`src/rtl/ps2_key_scheduler.sv`:
```
// -----------------------------------------------------------------------------
// ps2_key_scheduler
//
// Sits between the hps_io ps2_key bus and the rememotech keyboard inputs
// (key_ready / key_stroke / key_code). Every toggle of ps2_key[10] is captured
// into a small FIFO. The events are then replayed to the core one at a time.
// Consecutive key_ready strobes are separated by at least GAP_CYCLES clocks, so
// a burst of events from the HPS is never lost. This replaces the bare
// toggle-XOR key strobe in the emu top level.
//
// Parameters
//   DEPTH       FIFO entries; must be a power of 2 and at least 2
//   GAP_CYCLES  minimum clk_sys cycles from one key_ready strobe to the next;
//               must be at least 1
//
// Ports
//   clk_sys     in   1     system clock; this is the only clock
//   reset       in   1     synchronous, active-high reset
//   ps2_key     in   11    [10] toggle, [9] pressed, [8] extended, [7:0] scancode
//   flush       in   1     synchronous clear of queued events
//   key_ready   out  1     one-cycle strobe; key_stroke/key_code are valid
//   key_stroke  out  1     1 = break (release), 0 = make (press)
//   key_code    out  10    {1'b0, extended, scancode}
//   fifo_level  out  AW+1  number of entries currently queued
//   overflow    out  1     sticky; set when an event was dropped
//
// Optional feature (macro KEYSCHED_DEDUP_EN)
//   When KEYSCHED_DEDUP_EN is defined, a 512-bit held-key map, indexed by
//   {extended, scancode}, filters typematic repeats at capture time:
//     - a make for a key that is already held is not queued;
//     - a break for a key that is not held is not queued.
//   These dropped duplicates do not set overflow.
//   When KEYSCHED_DEDUP_EN is undefined, every toggle event is queued.
// -----------------------------------------------------------------------------
module ps2_key_scheduler #(
    parameter int DEPTH      = 8,
    parameter int GAP_CYCLES = 250000
) (
    input  logic                     clk_sys,
    input  logic                     reset,
    input  logic [10:0]              ps2_key,
    input  logic                     flush,
    output logic                     key_ready,
    output logic                     key_stroke,
    output logic [9:0]               key_code,
    output logic [$clog2(DEPTH):0]   fifo_level,
    output logic                     overflow
);

    localparam int AW = $clog2(DEPTH);
    // The counter only ever holds GAP_CYCLES-1, so $clog2(GAP_CYCLES) bits
    // are sufficient. The minimum width is 1 bit, for the case GAP_CYCLES == 1.
    localparam int CW = (GAP_CYCLES > 1) ? $clog2(GAP_CYCLES) : 1;

    typedef enum logic [1:0] {
        IDLE  = 2'd0,
        ISSUE = 2'd1,
        GAP   = 2'd2
    } state_t;

    // -------------------------------------------------------------------------
    // Capture
    // -------------------------------------------------------------------------
    logic          toggle_hist_reg;
    logic          capture;
    logic [9:0]    entry;
    logic          accept;

    // The history register follows ps2_key[10] on every cycle, including
    // during reset. As a result, a toggle level that is held across reset
    // release does not look like a new event.
    always_ff @(posedge clk_sys) begin
        toggle_hist_reg <= ps2_key[10];
    end

    assign capture = (ps2_key[10] != toggle_hist_reg);
    // Stored form: [9] = break flag, [8:0] = {extended, scancode}.
    assign entry   = {~ps2_key[9], ps2_key[8:0]};

    // -------------------------------------------------------------------------
    // FIFO pointers and status
    // -------------------------------------------------------------------------
    logic [AW:0]   wr_ptr_reg;
    logic [AW:0]   rd_ptr_reg;
    logic [AW-1:0] wr_idx;
    logic [AW-1:0] rd_idx;
    logic          fifo_empty;
    logic          fifo_full;
    logic          want_push;
    logic          push;
    logic          pop;
    logic          drop;
    logic          overflow_reg;
    state_t        state_reg;

    assign wr_idx     = wr_ptr_reg[AW-1:0];
    assign rd_idx     = rd_ptr_reg[AW-1:0];
    assign fifo_empty = (wr_ptr_reg == rd_ptr_reg);
    assign fifo_full  = (wr_idx == rd_idx) && (wr_ptr_reg[AW] != rd_ptr_reg[AW]);

    // A capture that arrives in the same cycle as flush is discarded.
    assign want_push = capture && accept && !flush;
    // While in ISSUE the FIFO is guaranteed to be non-empty. We only enter
    // ISSUE from IDLE with data queued, and nothing else pops in between.
    assign pop       = (state_reg == ISSUE) && !flush;
    // When the FIFO is full, a pop in the same cycle frees the slot first,
    // so the push is still accepted.
    assign push      = want_push && (!fifo_full || pop);
    assign drop      = want_push && !push;

    always_ff @(posedge clk_sys) begin
        if (reset || flush) begin
            wr_ptr_reg <= '0;
            rd_ptr_reg <= '0;
        end else begin
            if (push) begin
                wr_ptr_reg <= wr_ptr_reg + 1'b1;
            end
            if (pop) begin
                rd_ptr_reg <= rd_ptr_reg + 1'b1;
            end
        end
    end

    always_ff @(posedge clk_sys) begin
        if (reset || flush) begin
            overflow_reg <= 1'b0;
        end else if (drop) begin
            overflow_reg <= 1'b1;
        end
    end

    assign fifo_level = wr_ptr_reg - rd_ptr_reg;
    assign overflow   = overflow_reg;

    // -------------------------------------------------------------------------
    // FIFO storage. There is no reset on the storage array. The head entry is
    // read straight into the output registers while the FSM is in ISSUE.
    // -------------------------------------------------------------------------
    logic [9:0] fifo_mem [DEPTH];

    always_ff @(posedge clk_sys) begin
        if (push) begin
            fifo_mem[wr_idx] <= entry;
        end
    end

    // -------------------------------------------------------------------------
    // Held-key map (optional typematic filter)
    // -------------------------------------------------------------------------
`ifdef KEYSCHED_DEDUP_EN
    logic [511:0] held_map_reg;
    logic         key_held;

    assign key_held = held_map_reg[ps2_key[8:0]];
    // Make: queue only if the key is not already down.
    // Break: queue only if the key is currently down.
    assign accept   = ps2_key[9] ? !key_held : key_held;

    // Each map bit tracks its key from queued events only. An event that was
    // dropped on overflow leaves the map unchanged.
    genvar gi;
    generate
        for (gi = 0; gi < 512; gi++) begin : g_held
            always_ff @(posedge clk_sys) begin
                if (reset || flush) begin
                    held_map_reg[gi] <= 1'b0;
                end else if (push && (ps2_key[8:0] == 9'(gi))) begin
                    held_map_reg[gi] <= ps2_key[9];
                end
            end
        end
    endgenerate
`else
    assign accept = 1'b1;
`endif

    // -------------------------------------------------------------------------
    // Replay FSM, with registered outputs
    // -------------------------------------------------------------------------
    logic [CW-1:0] gap_cnt_reg;
    logic          key_ready_reg;
    logic          key_stroke_reg;
    logic [9:0]    key_code_reg;

    always_ff @(posedge clk_sys) begin
        if (reset) begin
            state_reg      <= IDLE;
            gap_cnt_reg    <= '0;
            key_ready_reg  <= 1'b0;
            key_stroke_reg <= 1'b0;
            key_code_reg   <= '0;
        end else begin
            // key_ready is a single-cycle strobe. key_stroke and key_code keep
            // the last value that was issued.
            key_ready_reg <= 1'b0;
            if (flush) begin
                state_reg <= IDLE;
            end else begin
                case (state_reg)
                    IDLE: begin
                        if (!fifo_empty) begin
                            state_reg <= ISSUE;
                        end
                    end
                    ISSUE: begin
                        key_ready_reg  <= 1'b1;
                        key_stroke_reg <= fifo_mem[rd_idx][9];
                        key_code_reg   <= {1'b0, fifo_mem[rd_idx][8:0]};
                        gap_cnt_reg    <= CW'(GAP_CYCLES - 1);
                        state_reg      <= GAP;
                    end
                    GAP: begin
                        // Counting: GAP_CYCLES cycles in GAP, plus one in IDLE
                        // and one in ISSUE. So consecutive strobes are
                        // GAP_CYCLES+2 cycles apart.
                        if (gap_cnt_reg == '0) begin
                            state_reg <= IDLE;
                        end else begin
                            gap_cnt_reg <= gap_cnt_reg - 1'b1;
                        end
                    end
                    default: begin
                        state_reg <= IDLE;
                    end
                endcase
            end
        end
    end

    assign key_ready  = key_ready_reg;
    assign key_stroke = key_stroke_reg;
    assign key_code   = key_code_reg;

endmodule

```
`config.mk`:
```
export PLATFORM = sky130hd
export DESIGN_NAME = ps2_key_scheduler
export DESIGN_NICKNAME = d
export VERILOG_FILES = /design/src/rtl/ps2_key_scheduler.sv
export SDC_FILE = /design/constraint.sdc
export NUM_CORES = 1
export LEC_CHECK = 0
export BUFFER_PORTS_ARGS = -buffer_cell sky130_fd_sc_hd__buf_2
export CAP_MARGIN = 20
export CORE_UTILIZATION = 45
export CTS_CLUSTER_SIZE = 40
export DETAILED_ROUTE_END_ITERATION = 16
export SYNTH_ARGS = -nofsm -noshare
export SYNTH_HDL_FRONTEND = slang
export SYNTH_SLANG_ARGS = --single-unit
```
`constraint.sdc`:
```
create_clock -name clk_sys -period 3.4 [get_ports clk_sys]
set_input_delay 0.68 -clock clk_sys [delete_from_list [all_inputs] [get_ports clk_sys]]
set_output_delay 0.68 -clock clk_sys [all_outputs]
set_load 0.01 [all_outputs]
```
* Yosys cells after proc, flatten, opt, wreduce, memory -nomap -nowiden
Memories as Yosys holds them, arrays and structs flattened. A register that Yosys moved wholly into a read port is not among the register bits.
Index checks and enable logic that the tools add are counted.
** Storage, ports and cells
- Flip-flop bits (word level) :: 31
- Bits in writable memories :: 80
- Input bits :: 14
- Output and inout port bits :: 17
- Logic and storage cells :: 48
- Memories kept :: 1
** Memory list
- fifo_mem :: depth 8, bits a word 10, rd ports 1, clocked after memory_dff 1, write ports 1, line 140 : logic [9:0] fifo_mem [DEPTH];
** Operators by class
- $add $sub $neg :: 4
- Equality and inequality tests :: 9
- Multiplexer cells :: 8
- Bitwise logic cells :: 2
- Reductions and logical operators :: 17
** Operator list (number)
- 18-bit case mux with 2 select lines :: 1
- 18-bit zero test :: 1
- 18-bit two-way mux :: 1
- 18-bit by 1-bit subtractor with 18-bit output (second input constant) :: 1
- 4-bit by 1-bit adder with 4-bit output (second input constant) :: 2
- 2-bit != test (second input constant) :: 3
- 2-bit case mux with 3 select lines :: 1
- 1-bit logical AND :: 5
- 4-bit equality test :: 1
- 2-bit two-way mux :: 2
- 2-bit AND reduction :: 2
- 4-bit subtractor :: 1
- 3-bit equality test :: 1
- 1-bit zero test :: 3
- 1-bit two-way mux :: 3
- 3-bit AND reduction :: 1
- 2-bit by 1-bit equality test with 1-bit output (second input constant) :: 1
- 2-bit equality test (second input constant) :: 1
- 2-bit zero test :: 1
- 1-bit logical OR :: 2
- 1-bit != test :: 2
- 1-bit NOT :: 2
- 2-bit nonzero test :: 1
- 2-bit OR reduction :: 1

* Depth between registers and ports, before layout
Gate-level depths: netlist of the first run.
- Depth in word-level cells :: 7
- Mapped depth :: 7
- Mapped depth without buffers :: 6

* Worst setup path before layout of the first run
No wires, ideal clock.
- Kind :: register to register
- Start point :: reg rd_ptr_reg[2]
- End point :: mem fifo_mem[1][0], enable pin
- Library setup time :: 0.404 ns
- Data arrival time :: 2.464 ns
- Data required time :: 2.996 ns
- Slack :: 0.532 ns
- Cell stages (with the launch flop) :: 7
- Path buffers :: 1
- Period minus slack after synthesis :: 2.868 ns
- Cell sequence :: dfxtp_1 buf_1 inv_1 ha_1 nand3_1 o311ai_2 nor4_1
** Between the ends
- Longest elaborated chain between the ends :: 7
** RTL lines
- start, declared :: line 84 : logic [AW:0] rd_ptr_reg;
- start signal, assigned :: line 120 : rd_ptr_reg <= rd_ptr_reg + 1'b1;
- 3-bit equality test :: line 99 : assign fifo_full = (wr_idx == rd_idx) && (wr_ptr_reg[AW] != rd_ptr_reg[AW]);
- 1-bit logical AND :: line 99
- 1-bit zero test :: line 108 : assign push = want_push && (!fifo_full || pop);
- 1-bit logical OR :: line 108
- 1-bit logical AND :: line 108
- 1-bit two-way mux :: line 143 : if (push) begin
- 1-bit two-way mux (implied by the code) :: line 144 : fifo_mem[wr_idx] <= entry;
- end, declared :: line 140
No other way between the ends.

* Worst setup path after layout of the first run
- Start point :: reg rd_ptr_reg[1]
- End point :: out fifo_level[3]
** Between the ends
- Longest elaborated chain between the ends :: 1
** RTL lines
- 4-bit subtractor :: line 133 : assign fifo_level = wr_ptr_reg - rd_ptr_reg;
- end, declared :: line 46 : output logic [$clog2(DEPTH):0] fifo_level,
No other way between the ends.

==> results of run 1 <==
critical path, cell delays in order, from the launching register on:
cell     delay, ns
dfxtp_1       0.30
buf_4         0.18
inv_1         0.30
ha_1          0.33
a21o_1        0.17
a21oi_1       0.17
xnor2_1       0.13
buf_2         0.15
power breakdown:
group          internal, µW  switching (µW)  total [µW]  leakage, µW
registers              1590            14.1        1600      0.00105
logic                  67.8             130         198     0.000830
clock network          1100             693        1790     0.000288
total                  2750             837        3590      0.00217
stage by stage:
step                area [µm²]  util, %  std cells  hold WS [ns]
CTS                       6120     55.7        587         0.390
global route              6120     55.7        587         0.387
floorplan                 5150        -        386         0.454
detailed placement        5520     50.3        555         0.448
global placement          5520     50.3        555         0.445
finish                    6120     55.7        587         0.402
metal layers:
layer	wire length (µm)	vias up	share of wire, %	global-route usage [%]
li1	-	1587	-	-
met1	4830	1663	44	25.7
met2	5650	70	52	34.7
met3	427	2	3.9	4.78
met4	31	0	0.28	5.98
met5	0	-	0	0
cell type report:
class | instances | area (µm²)
Fill cell | 900 | 4870
Inverter | 20 | 75.1
Sequential cell | 121 | 3220
Tap cell | 140 | 175
Clock buffer | 17 | 425
Clock inverter | 15 | 169
Multi-Input combinational cell | 232 | 1810
Timing Repair Buffer | 42 | 243
placed cells by master, fill, tap and decap left out, types with 2 or more instances in the layout:
master      netlist  layout
inv_1            20      20
xnor2_1           5       5
nor2b_1           2       2
nand4_1           7       7
inv_6             0       3
a311oi_1          5       5
inv_8             0       2
nor2_1           16      16
clkinvlp_4        0       2
o31ai_1           3       3
clkinv_4          0       4
or3_1             9       9
dfxtp_1          41      41
nor3_1           18      18
and3_1            2       2
mux2i_1           8       8
mux4_2           20      20
nand2_1          42      42
bufinv_16         0       2
nor4_1            3       2
a31o_2            2       2
or4_1             4       4
o21ai_0          15      15
nand2b_1          3       3
a31oi_1          14      14
buf_4             1      13
clkinv_2          0       2
nand3_1           6       6
o41ai_1           3       3
a21oi_1          10      10
ha_1              9       9
nor3b_1           3       3
buf_2             2      29
clkbuf_16         0      17
edfxtp_1         80      80
xor2_1            2       2
how the worst min path moves through the flow:
stage | startpoint | endpoint | slack, ns | cells after the start
2_1_floorplan | gap_cnt_reg[11] | gap_cnt_reg[11] | 0.45 | 2
3_3_place_gp | overflow | overflow | 0.45 | 1
3_5_place_dp | overflow | overflow | 0.45 | 1
4_1_cts | ps2_key[10] | toggle_hist_reg | 0.39 | 1
5_1_grt | ps2_key[10] | toggle_hist_reg | 0.39 | 1
6_report | ps2_key[10] | toggle_hist_reg | 0.40 | 1
cell families (layout without fill, tap and decap cells):
kind of cell	count (synthesis)	count (layout)	share of synthesized area [%]
AO/OA/AOI/OAI	62	62	8.21
AND/OR/NAND/NOR	124	124	12.6
multiplexers	28	28	10.3
flip-flops	121	121	62.5
XOR/XNOR	7	7	1.19
adder cells (fa/ha/maj)	10	10	2.57
buffers and inverters	33	94	2.52
other	1	1	0.0728
==> impl_metrics.csv, run 1 <==
group,metric,value,unit
global_route,grt_pass1_vias,3332,
cts,cts.reportedPaths.clkPinSlew,0.06,ns
cts,cts_resized,0,
layout,drive_above_1_share,23.5,%
sta,hold_viol_final,0,
floorplanning,fp.coreArea,0.0110,mm²
synth,ys.flop_type,"edfxtp_1",
sta,fin_crit,2.82,ns
synth,synth_cell_types,52,
drt,vias_per_cell,5.66,
power,power_density,587,mW/mm²
global_route,gr-total-overflow,0,
drt,route.antenna.remaining_nets,0,
sta,fmax,354,MHz
cts,cts_tree,"yes",
drt,wl_per_cell,18.6,µm
power,p_leak,0.00217,µW
synth,syn_area,0.00515,mm²
cts,ctsHoldBuffers,0,
critical_path,cp_data_required_time,2.72,ns
sta,skew,0.00870,ns
place,port_buffers,29,
global_route,grt_pass1_wl,17500,µm
global_route,grtUsageTotal,20.4,%
cts,cts_root_buffer,"clkbuf_16",
floorplanning,die_y,109,µm
place,place_ws,0.755,ns
cts,clk_latency,0.40,ns
sta,slew_viol_final,0,
sta,tns,0,ns
global_route,antenna_found_initial,0,
power,p_total,3590,µW
cts,ctsHtreeMaxLevel,4,
global_route,grt_max_degree,24,
synth,postSynthAreaPerCell,13.4,µm²
cts,numCtsBuffers,17,
drt,vias,3322,
layout,largest_reg_flops,80,
critical_path,crit_path_start_kind,"flop",
layout,nets,458,
critical_path,crit_type,"reg2out",
power,ir_worst_vdd,0.345,mV
outcome,status,"finished clean",
critical_path,reg2reg_to,"fifo_mem[4][3]",
drt,drtIter0Drc,259,
sta,finalCritPeriodShare,83.0,%
synth,synth_seq_cells,121,
drt,drtPass1Iterations,4,
critical_path,arrival,2.14,ns
drt,wirelength,10900,µm
floorplanning,die_x,109,µm
sta,slew_headroom,40.5,%
floorplanning,start_util,46.9,%
critical_path,rrSetupSlack,0.74,ns
synth,async_reset_ff_share,0,%
synth,seq_area_frac_synth,62.5,%
cts,clock_sinks,121,
cts,post_cts_buffers,0,
critical_path,crit_path_end,"fifo_level[3]",
sta,rsz0062_at_grt,"no",
place,gp_congestion,0.875,
sta,setup-violations-final,0,
synth,yosysTopAreaCellShare,46.6,%
critical_path,crit_start,"rd_ptr_reg[1]",
critical_path,rr_startpoint,"rd_ptr_reg[1]",
critical_path,worstSetupEndpointType,"output port",
hold_path,min_path_type,"in2reg",
floorplanning,fp-row-count,38,
critical_path,ff2ff_path_depth,8,
drt,drc,0,
synth,yosysMostFrequentCell,"edfxtp_1",
synth,synth_edf_count,80,
synth,yosys_warnings,0,
synth,synth_fp_nets,410,
layout,synthToLayoutAreaGrowth,18.7,%
flow_run,drv_cap,0,
synth,netlist_top_cells_count,"80 x edfxtp_1, 42 x nand2_1, 41 x dfxtp_1",
cts,cts.path.max_buffers,2,
synth,netlist_instances,386,
place,hpwl,7380,µm
floorplanning,die_area,0.0119,mm²
sta,timing.final.ws_setup,0.576,ns
floorplanning,ios,31,
sta,worst_pin_slew,0.891,ns
critical_path,cp_max_fo,15,
synth,yosys-top-cells-area,"edfxtp_1 47%, dfxtp_1 16%, mux4_2 8.7%",
synth,synth_area_leader_cell,"edfxtp_1",
layout,diodes,0,
(Power assumes the default switching activity.)
==> run 2: changes to the inputs <==
- clock period: 3.4 -> 2.5 ns (I/O delays scaled with it)
==> impl_metrics.csv, run 2 (synthesized netlist as in run 1, its figures left out) <==
group,metric,value,unit
drt,route.antenna.remaining_nets,0,
layout,synthToLayoutAreaGrowth,20.1,%
global_route,grt_pass1_wl,17300,µm
cts,clock_sinks,121,
drt,vias,3368,
place,gp_congestion,0.809,
sta,tns,0,ns
sta,fmax,426,MHz
hold_path,min_path_type,"in2reg",
drt,drtPass1Iterations,5,
critical_path,cp_data_required_time,2.00,ns
floorplanning,ios,31,
layout,drive_above_1_share,25.5,%
critical_path,arrival,1.85,ns
critical_path,worstSetupEndpointType,"output port",
place,place_area,0.00566,mm²
power,p_leak,0.00221,µW
layout,layout_commonest_cell,"edfxtp_1",
layout,fin_util,56.3,%
global_route,grtUsageMet2,30.4,%
critical_path,cp_max_fo,4,
power,power_density,750,mW/mm²
outcome,status,"finished clean",
cts,ctsHoldBuffers,0,
global_route,antenna_found_initial,0,
sta,finalCritPeriodShare,93.8,%
cts,cts_resized,1,
global_route,grtUsageTotal,20.3,%
global_route,grt_max_degree,24,
critical_path,crit_type,"reg2out",
cts,clk_latency,0.40,ns
floorplanning,fp.coreArea,0.0110,mm²
drt,drc,0,
layout,final_area,0.00619,mm²
layout,nets,470,
global_route,grt.met3_usage,4.66,%
sta,fin_crit,2.35,ns
flow_run,drv_cap,0,
critical_path,crit_path_start_kind,"flop",
floorplanning,start_util,46.9,%
global_route,gr-total-overflow,0,
drt,drtIter0Drc,229,
sta,slew_headroom,62.6,%
global_route,grt_use_met1,28.6,%
place,hpwl,6830,µm
cts,numCtsBuffers,17,
sta,slew_viol_final,0,
sta,setup-violations-final,0,
global_route,grt_pass1_vias,3286,
drt,wl_per_cell,17.9,µm
place,port_buffers,29,
floorplanning,die_x,109,µm
layout,largest_reg_flops,80,
cts,ctsHtreeMaxLevel,4,
sta,skew,0.00727,ns
drt,vias_per_cell,5.62,
layout,final_cell_mix,"80 x edfxtp_1, 42 x nand2_1, 40 x dfxtp_1",
power,ir_worst_vdd,0.398,mV
cts,post_cts_buffers,0,
cts,cts.reportedPaths.clkPinSlew,0.05,ns
layout,diodes,0,
floorplanning,die_area,0.0119,mm²
cts,cts.path.max_buffers,2,
drt,wirelength,10700,µm
sta,rsz0062_at_grt,"no",
floorplanning,fp-row-count,38,
sta,worst_pin_slew,0.547,ns
cts,cts_tree,"yes",
floorplanning,die_y,109,µm
sta,hold_viol_final,0,
global_route,grt_busiest_layer,"met2",
power,p_total,4640,µW
cts,cts_root_buffer,"clkbuf_16",
sta,hold_slack,0.220,ns
## run 2: final timing paths
path | from | to | slack, ns | cells after the start
max | wr_ptr_reg[0] | fifo_level[2] | 0.15 | 5
min | ps2_key[10] | toggle_hist_reg | 0.22 | 1
max reg2reg | wr_ptr_reg[0] | fifo_mem[2][2] | 0.24 | 7
min reg2reg | overflow | overflow | 0.46 | 1
## run 2: per-stage QoR
stage	instances	setup slack (ns)
3_3_place_gp	567	0.325
5_1_grt	599	0.0352
2_1_floorplan	386	-0.368
3_5_place_dp	567	0.239
6_report	599	0.154
4_1_cts	599	0.112
## run 2: cell type report
class	count	area (µm²)
fillers	880	4790
flip-flops and latches	121	3220
multi-input cells	232	1850
clock buffers	24	452
repair buffers	54	333
well taps	140	175
clock inverters	8	76.3
inverters	20	75.1
## run 2: metal layers
metal | up-vias | routed length, µm
met3 | 13 | 484
met5 | - | 0
met4 | 0 | 149
li1 | 1607 | -
met1 | 1660 | 5060
met2 | 88 | 5020
## run 2: critical path, stage by stage, from the launching register on
cell	delay, ns
dfxtp_1	0.38
inv_1	0.13
ha_1	0.25
fa_1	0.38
xnor2_1	0.16
buf_2	0.15
## run 2: power by group
group          total (µW)  switching [µW]  internal, µW
registers            2180            18.0          2160
clock network        2180             819          1360
logic                 284             179           104
==> run 3: changes to the inputs <==
- ABC_AREA: default -> 1
- PLACE_DENSITY: default -> 0.71
==> impl_metrics.csv, run 3 <==
group,metric,value,unit
critical_path,worstSetupEndpointType,"output port",
layout,nets,617,
floorplanning,fp.coreArea,0.0115,mm²
critical_path,cp_max_fo,6,
sta,skew,0.00680,ns
outcome,status,"finished clean",
synth,netlist_instances,552,
power,seq_power_share,45.2,%
synth,synthAdderAreaFrac,2.48,%
synth,synth_compound_area_share,12.4,%
synth,yosys_warnings,0,
drt,wirelength,11500,µm
synth,synth_simple_gate_area_share,18.3,%
hold_path,hp-start,"ps2_key[10]",
floorplanning,start_util,46.6,%
layout,diodes,0,
layout,multiInputGateArea,0.00186,mm²
power,internal-power,3660,µW
sta,fin_crit,2.32,ns
critical_path,crit_family,"adder cells",
synth,synthXorXnorAreaFrac,1.31,%
layout,final_cell_mix,"95 x nor2_1, 80 x edfxtp_1, 71 x nand2_1",
critical_path,worstPathCellList,"inv_1, ha_1, nand2_1, o21ai_0, xnor2_1, buf_2",
layout,fin_util,54.3,%
place,gp_congestion,0.895,
synth,synth_area_leader_cell,"edfxtp_1",
synth,yosys-top-cells-area,"edfxtp_1 45%, dfxtp_1 15%, nor2_1 6.7%",
hold_path,worst_hold_path.num_cells,1,
synth,yosysMostFrequentCell,"nor2_1",
synth,synthMuxAreaShare,0,%
drt,drtPass1Iterations,5,
global_route,gr-total-overflow,0,
place,port_buffers,29,
cts,ctsHoldBuffers,0,
layout,largest_reg_flops,80,
cts,cts_root_buffer,"clkbuf_16",
critical_path,cp_data_required_time,2.00,ns
global_route,grt_pass1_wl,18900,µm
synth,seq_area_frac_synth,60.4,%
floorplanning,die_x,111,µm
drt,vias_per_cell,5.32,
critical_path,rrSetupSlack,0.37,ns
synth,async_reset_ff_share,0,%
floorplanning,die_area,0.0123,mm²
hold_path,min_path_type,"in2reg",
power,p_switching,1180,µW
power,p_clk_share,46.9,%
synth,netlist_top_cells_count,"95 x nor2_1, 80 x edfxtp_1, 71 x nand2_1",
power,switching_share,24.3,%
sta,hold_viol_final,0,
drt,vias,3985,
layout,layout_commonest_cell,"nor2_1",
cts,ctsHtreeMaxLevel,4,
sta,rsz0062_at_grt,"no",
cts,cts_resized,0,
cts,cts.path.max_buffers,2,
drt,drc,0,
sta,setup-violations-final,0,
synth,synth_seq_cells,121,
power,power_density,777,mW/mm²
synth,synth_top_family_by_area,"simple AND/OR/NAND/NOR gates",
floorplanning,die_y,111,µm
critical_path,crit_buf_inv,2,
synth,synth_fp_nets,576,
cts,cts_tree,"yes",
critical_path,reg2reg_to,"fifo_mem[1][2]",
drt,drtIter0Drc,305,
critical_path,ff2ff_path_depth,10,
floorplanning,fp-row-count,39,
critical_path,rr_startpoint,"rd_ptr_reg[2]",
hold_path,hold_end,"toggle_hist_reg",
critical_path,arrival,1.82,ns
cts,numCtsBuffers,17,
power,combPwrFrac,7.9,%
place,hpwl,7540,µm
cts,post_cts_buffers,0,
layout,synthToLayoutAreaGrowth,16.7,%
synth,ys.flop_type,"edfxtp_1",
sta,tns,0,ns
critical_path,critPathMaxStageDelay,0.38,ns
flow_run,drv_cap,0,
layout,drive_above_1_share,14.0,%
drt,wl_per_cell,15.4,µm
global_route,antenna_found_initial,0,
synth,synth_edf_count,80,
cts,clk_latency,0.42,ns
global_route,grt_max_degree,45,
layout,ff_latch_area,0.00322,mm²
floorplanning,ios,31,
layout,fillers,995,
synth,synth_cell_types,35,
sta,fmax,432,MHz
drt,route.antenna.remaining_nets,0,
sta,slew_viol_final,0,
global_route,grt_pass1_vias,3827,
cts,cts.reportedPaths.clkPinSlew,0.06,ns
critical_path,crit_slowest_cell,"ha_1",
cts,clock_sinks,121,
synth,postSynthAreaPerCell,9.67,µm²
global_route,grtUsageTotal,20.0,%
critical_path,crit_type,"reg2out",
synth,yosysTopAreaCellShare,45.0,%
critical_path,crit_path_start_kind,"flop",
power,ir_worst_vdd,0.684,mV
synth,syn_area,0.00534,mm²
sta,finalCritPeriodShare,92.7,%
power,p_leak,0.00241,µW
==> run 3: changes by cell type in the layout (fill, tap and decap cells not counted), moves of 14 or more <==
cell     previous run  this run
mux4_2             20         0
nand2_1            42        71
a31oi_1            14         0
a21oi_1            10        34
o21ai_0            15        66
inv_1              20        38
nand3_1             6        41
nor2_1             15        95
==> run 3: power by group through the flow <==
| stage | logic [µW] | clock network [µW] | registers, µW |
|---|---|---|---|
| 3_5_place_dp | 378 | 0 | 2230 |
| 6_report | 381 | 2270 | 2190 |
| 3_3_place_gp | 367 | 0 | 2230 |
| 4_1_cts | 381 | 2320 | 2190 |
| 5_1_grt | 428 | 2390 | 2190 |
| 2_1_floorplan | 277 | 0 | 2230 |
==> run 3: layout make-up <==
cell class	instances	area share, %
Timing Repair Buffer	46	4.38
Tap cell	143	2.87
Inverter	39	2.35
Clock buffer	18	6.89
Multi-Input combinational cell	368	29.8
Clock inverter	14	2.01
Sequential cell	121	51.7
==> run 3: cell families after synthesis <==
logic type,after synthesis
compound gates,124
xor+xnor,8
fa+ha+maj,10
buf+inv,63
flops,121
other cells,1
simple gates,225
==> run 3: worst max path at each step <==
stage | from | end | slack [ns] | cells past startpoint
after floorplan | rd_ptr_reg[2] | fifo_mem[1][0] | 0.16 | 10
after global placement | rd_ptr_reg[2] | fifo_mem[1][4] | 0.56 | 10
after detailed placement | rd_ptr_reg[2] | fifo_mem[1][4] | 0.45 | 10
after CTS | rd_ptr_reg[2] | fifo_level[3] | 0.18 | 6
after global routing | rd_ptr_reg[2] | fifo_level[3] | 0.05 | 6
final | rd_ptr_reg[2] | fifo_level[3] | 0.18 | 6
==> run 3: per-stage QoR <==
step | worst slack (ns) | instances | hold slack [ns] | instance area [µm²] | total power, µW
floorplan | 0.163 | 552 | 0.441 | 5350 | 2510
global placement | 0.565 | 717 | 0.443 | 5680 | 2590
detailed placement | 0.450 | 717 | 0.466 | 5680 | 2610
CTS | 0.176 | 749 | 0.197 | 6230 | 4880
global route | 0.0532 | 749 | 0.202 | 6230 | 5010
finish | 0.183 | 749 | 0.214 | 6230 | 4840
==> run 3: worst register-to-register path, stage by stage, from the launching register on <==
cell and delay, ns:
dfxtp_1 0.34, inv_1 0.12, ha_1 0.38, inv_1 0.06, nor2_1 0.19, nand3_1 0.16, nand2_1 0.22, nor2_1 0.10
inv_1 0.10, nor2_1 0.05, buf_4 0.18
==> run 3: per-layer routing <==
| metal | global-route usage [%] | wire length, µm |
|---|---|---|
| met4 | 8.98 | 222 |
| met5 | 0 | 0 |
| met3 | 5.58 | 547 |
| met2 | 33.5 | 5810 |
| met1 | 24.1 | 4930 |
